**src/rtl/product_accumulator.sv**
```systemverilog
// product_accumulator: sums N_TERMS consecutive unsigned products taken over a
// valid/ready input and presents the frame sum on a held valid/ready output.
// Optional feature macro: PRODUCT_ACCUMULATOR_SAT_EN
//   defined   -> adds saturate to all-ones for the rest of the frame, ovf reports it
//   undefined -> adds wrap modulo 2^ACC_W, ovf tied low
//
// state | meaning
// ------+-----------------------------------------------------------------
// ACCUM | accepting products, in_ready=1, building the current frame sum
// HOLD  | frame result on out_sum with out_valid=1, waiting for out_ready
module product_accumulator #(
  parameter int P_W     = 8,
  parameter int N_TERMS = 4,
  parameter int ACC_W   = 16
) (
  input  logic             clk,
  input  logic             rst,
  input  logic             clear,
  input  logic             in_valid,
  output logic             in_ready,
  input  logic [P_W-1:0]   in_p,
  output logic             out_valid,
  input  logic             out_ready,
  output logic [ACC_W-1:0] out_sum,
  output logic [7:0]       term_cnt,
  output logic             ovf
);

  typedef enum logic {
    ACCUM = 1'b0,
    HOLD  = 1'b1
  } state_t;

  localparam logic [7:0] LAST_IDX = 8'(N_TERMS - 1);

  state_t           state, state_nxt;
  logic [ACC_W-1:0] acc, acc_nxt;
  logic [ACC_W-1:0] out_sum_nxt;
  logic [7:0]       cnt_nxt;
  logic [ACC_W-1:0] in_ext;
  logic [ACC_W-1:0] add_res;
  logic             last_beat;

  assign in_ext    = ACC_W'(in_p);
  assign last_beat = (term_cnt == LAST_IDX);

`ifdef PRODUCT_ACCUMULATOR_SAT_EN
  logic             sat_q, sat_nxt;
  logic             ovf_q, ovf_nxt;
  logic [ACC_W:0]   sum_ext;
  logic             ovr;

  // Saturating add: once any add of the frame carries out, the frame stays pinned at all-ones.
  always_comb begin
    sum_ext = {1'b0, acc} + {1'b0, in_ext};
    ovr     = sum_ext[ACC_W] | sat_q;
    add_res = ovr ? {ACC_W{1'b1}} : sum_ext[ACC_W-1:0];
  end

  // Frame saturation memory and result overflow flag, following the frame handshakes.
  always_comb begin
    sat_nxt = sat_q;
    ovf_nxt = ovf_q;
    if (state == ACCUM) begin
      if (clear) begin
        sat_nxt = 1'b0;
      end else if (in_valid) begin
        if (last_beat) begin
          sat_nxt = 1'b0;
          ovf_nxt = ovr;
        end else begin
          sat_nxt = ovr;
        end
      end
    end else if (out_ready) begin
      ovf_nxt = 1'b0;
    end
  end

  // Overflow tracking registers.
  always_ff @(posedge clk or posedge rst) begin
    if (rst) begin
      sat_q <= 1'b0;
      ovf_q <= 1'b0;
    end else begin
      sat_q <= sat_nxt;
      ovf_q <= ovf_nxt;
    end
  end

  assign ovf = ovf_q;
`else
  assign add_res = acc + in_ext;
  assign ovf     = 1'b0;
`endif

  // Next-state and handshake outputs; in_ready depends only on state, so no out_ready->in_ready path.
  always_comb begin
    state_nxt   = state;
    acc_nxt     = acc;
    cnt_nxt     = term_cnt;
    out_sum_nxt = out_sum;
    in_ready    = 1'b0;
    out_valid   = 1'b0;
    case (state)
      ACCUM: begin
        in_ready = 1'b1;
        if (clear) begin
          acc_nxt = '0;
          cnt_nxt = 8'd0;
        end else if (in_valid) begin
          if (last_beat) begin
            out_sum_nxt = add_res;
            acc_nxt     = '0;
            cnt_nxt     = 8'd0;
            state_nxt   = HOLD;
          end else begin
            acc_nxt = add_res;
            cnt_nxt = term_cnt + 8'd1;
          end
        end
      end
      HOLD: begin
        out_valid = 1'b1;
        if (out_ready) begin
          state_nxt = ACCUM;
        end
      end
      default: begin
        state_nxt = ACCUM;
      end
    endcase
  end

  // State, accumulator, term counter and result registers.
  always_ff @(posedge clk or posedge rst) begin
    if (rst) begin
      state    <= ACCUM;
      acc      <= '0;
      term_cnt <= 8'd0;
      out_sum  <= '0;
    end else begin
      state    <= state_nxt;
      acc      <= acc_nxt;
      term_cnt <= cnt_nxt;
      out_sum  <= out_sum_nxt;
    end
  end

endmodule

```
**config.mk**
```make
export PLATFORM = sky130hd
export DESIGN_NAME = product_accumulator
export DESIGN_NICKNAME = d
export VERILOG_FILES = /design/src/rtl/product_accumulator.sv
export SDC_FILE = /design/constraint.sdc
export NUM_CORES = 1
export LEC_CHECK = 0
export ABC_CLOCK_PERIOD_IN_PS = 2400
export CORE_MARGIN = 2
export CORE_UTILIZATION = 35
export DETAILED_ROUTE_END_ITERATION = 16
export DONT_BUFFER_PORTS = 1
export PLACE_DENSITY = 0.55
export SLEW_MARGIN = 0
export SYNTH_ARGS = -nofsm -noshare
export SYNTH_HDL_FRONTEND = slang
export SYNTH_SLANG_ARGS = --single-unit
```
**constraint.sdc**
```tcl
create_clock -name clk -period 2.4 [get_ports clk]
set_input_delay 0.48 -clock clk [delete_from_list [all_inputs] [get_ports clk]]
set_output_delay 0.48 -clock clk [all_outputs]
set_load 0.05 [all_outputs]
```
==> summary.txt <==
Register Area -> 0.001026 mm²
Layout cells sized above 1 -> 13.81%
Antenna Nets Post-Route -> 0
Largest net degree at the start of global routing -> 42
Rel. slew slack -> 65.23%
Via density -> 5.341
Hold_buf cts -> 0
Synthesized instance count -> 223
Sequential share of the synthesized area -> 46.62%
Max cap viols -> 0
Place WS -> 184.5 ps
GRT Total Usage -> 14.85%
Run status -> complete, no violations
Clock network fraction of design power -> 24.4%
Antenna violations before repair -> 0
Root buffer cell -> clkbuf_8
Power density cells -> 730.0 mW/mm²
CP arrival -> 2290 ps
Worst Setup End Kind -> flip-flop
Routed WL -> 4773 µm
DR WL/cell -> 15.20 µm
Top achievable clock speed -> 0.4713 GHz
RSZ-0062 raised after global routing -> no
Diode count -> 0
Tcrit/Tclk final -> 88.41%
CTS tree -> done
IO Pins -> 40
Via count -> 1677
Core ar. -> 0.005991 mm²
Area grow syn2layout -> 10.97%
Worst vdd ir -> 0.2999 mV
Clk_skew -> 6.026 ps
Worst-margin pin slew -> 521.6 ps
Initial Util -> 36.74%
Min-Delay Path Class -> input pin to async pin
Crit path max fanout -> 6
GP Congestion -> 0.8359
Die Y -> 83.30 µm
H-tree levels -> 2
Flops & latches, synth -> 41
Final Max Tran Viols -> 0
Fin worst setup slack -> 278.1 ps
Switching pwr -> 0.6658 mW
Clk sinks -> 41
Post-Syn Nets -> 246
Post-CTS resize count -> 0
Flop pwr share -> 56.1%
Clock transition at path regs -> 80 ps
First-pass GRT wire length -> 8362 µm
Combinational Power Share -> 19.5%
# port buffers -> 0
Critical path class -> flip-flop to flip-flop
Avg Inst Size Synth -> 9.869 µm²
WP data required -> 2570 ps
Hold Vio Cnt, Final -> 0
Worst Setup Start Kind -> flip-flop
Setup violations, final -> 0
Postcts setup bufs -> 0
Switching part of the total -> 37.34%
Multi-input combinational cell area -> 0.001081 mm²
Setup tns final -> 0 ps
Leak -> 1.092 nW
Clock buffer depth -> 2
Final Net Count -> 261
CTS buffer count -> 5
Die W -> 83.30 µm
Clock insertion delay at the later pin of the skew report -> 290 ps
DRC Markers -> 0
Layout filler cell count -> 599
Detail Placement HPWL -> 3499 µm
Die area -> 0.006939 mm²
Vias in the first global route -> 1677
Grt total ovfl -> 0
Netlist cell types -> 38
Cell Area, Synth -> 0.002201 mm²
Synth warn -> 0
Internal power -> 1.117 mW
Initial DRC count -> 99
Post-layout minimum cycle time -> 2122 ps
Rows -> 28
Iteration count of the initial detailed-routing pass -> 4
## worst max-delay path, stage by stage (launching register included)
cell      delay, ps
dfrtp_1         380
ha_1            220
fa_1            430
a211oi_1        360
o211ai_2        200
nand4_1         200
xnor2_1         130
o21ai_0          80
## through the flow
step	total power [mW]	util, %	hold WS [ps]	cells	cell area, µm²
floorplan	1.279	-	453.8	223	2201
global placement	1.366	39.43	470.3	306	2362
detailed placement	1.368	39.43	482.4	306	2362
CTS	1.806	40.77	224.0	314	2442
global route	1.885	40.77	269.8	314	2442
finish	1.783	40.77	194.2	314	2442
## synth_stat cells
master | instances | share of area [%]
dfrtp_1 | 41 | 47
o21ai_0 | 30 | 6.8
nand2_1 | 24 | 4.1
a21oi_1 | 16 | 3.6
xnor2_1 | 10 | 4.0
ha_1 | 9 | 5.1
inv_1 | 9 | 1.5
nand3_1 | 9 | 2.0
a22o_1 | 8 | 3.2
mux2_2 | 6 | 3.1
nor2_1 | 6 | 1.0
nand4_1 | 5 | 1.4
or3_1 | 5 | 1.4
a31oi_1 | 4 | 1.1
nor3_1 | 4 | 0.91
o211ai_1 | 4 | 1.4
xor2_1 | 4 | 1.6
buf_2 | 3 | 0.68
clkbuf_1 | 3 | 0.51
a211oi_1 | 2 | 0.68
a21o_1 | 2 | 0.68
a31o_2 | 2 | 0.80
and3_1 | 2 | 0.57
buf_4 | 1 | 0.34
buf_6 | 1 | 0.51
buf_8 | 1 | 0.68
conb_1 | 1 | 0.17
fa_1 | 1 | 0.91
mux2_4 | 1 | 0.68
nor4_4 | 1 | 0.97
o2111ai_1 | 1 | 0.40
o211ai_2 | 1 | 0.57
o21a_1 | 1 | 0.34
o21ai_1 | 1 | 0.23
o22ai_1 | 1 | 0.28
o31ai_1 | 1 | 0.34
or2_1 | 1 | 0.28
or3b_1 | 1 | 0.40
## registers in the layout, indices dropped and copies added, names as in the netlist
signal	count
acc	16
out_sum	16
term_cnt	8
state	1
## layer usage
metal / up-vias / track usage [%] / share of wire (%)
li1: 838 / - / -
met5: - / 0 / 0
met1: 803 / 20.77 / 50
met3: 4 / 4.274 / 5.7
met2: 32 / 22.73 / 44
met4: 0 / 3.577 / 0.65
## logic make-up after synthesis
logic type                 share of synthesized area (%)
AOI/OAI and AO/OA                                  20.47
buffers and inverters                              4.263
and+or+nand+nor                                    13.13
other                                             0.1704
adders and majority gates                          6.026
DFF                                                46.62
muxes                                              3.752
xor gates and xnor gates                           5.571
## final timing paths
path / slack, ps / cells past startpoint / from / end
worst max-delay path: 280 / 7 / acc[0] / out_sum[14]
worst min-delay path: 190 / 2 / rst / out_sum[3]
worst max register to register: 280 / 7 / acc[0] / out_sum[14]
worst min register to register: 490 / 2 / acc[2] / acc[2]
max in group asynchronous: 1840 / 2 / rst / out_sum[14]
min in group clk: 270 / 1 / out_ready / state
## cell usage in the layout, fill, tap and decap left out
cell	count
dfrtp_1	41
o21ai_0	30
nand2_1	24
buf_4	17
a21oi_1	16
xnor2_1	10
nand3_1	9
inv_1	9
ha_1	9
a22o_1	8
nor2_1	6
mux2_2	6
nand4_1	5
or3_1	5
clkbuf_8	5
o211ai_1	4
xor2_1	4
nor3_1	4
a31oi_1	4
clkbuf_1	3
a21o_1	2
a211oi_1	2
a31o_2	2
and3_1	2
or3b_1	1
nor4_4	1
or2_1	1
mux2_4	1
o21a_1	1
o211ai_2	1
o2111ai_1	1
o21ai_1	1
o22ai_1	1
o31ai_1	1
fa_1	1
conb_1	1
## power groups by stage
stage	clock network, mW	registers, mW	logic, mW
6_report	0.435	1.00	0.347
3_5_place_dp	0	1.02	0.350
3_3_place_gp	0	1.02	0.350
4_1_cts	0.451	1.00	0.352
5_1_grt	0.477	1.01	0.395
2_1_floorplan	0	1.02	0.264
## layout make-up
| cell class | instances | share of cell area (%) |
|---|---|---|
| Multi-Input combinational cell | 164 | 44.26 |
| Inverter | 9 | 1.383 |
| Tap cell | 75 | 3.842 |
| Timing Repair Buffer | 17 | 5.225 |
| Clock buffer | 8 | 3.279 |
| Sequential cell | 41 | 42.01 |
(Power assumes the default switching activity.)
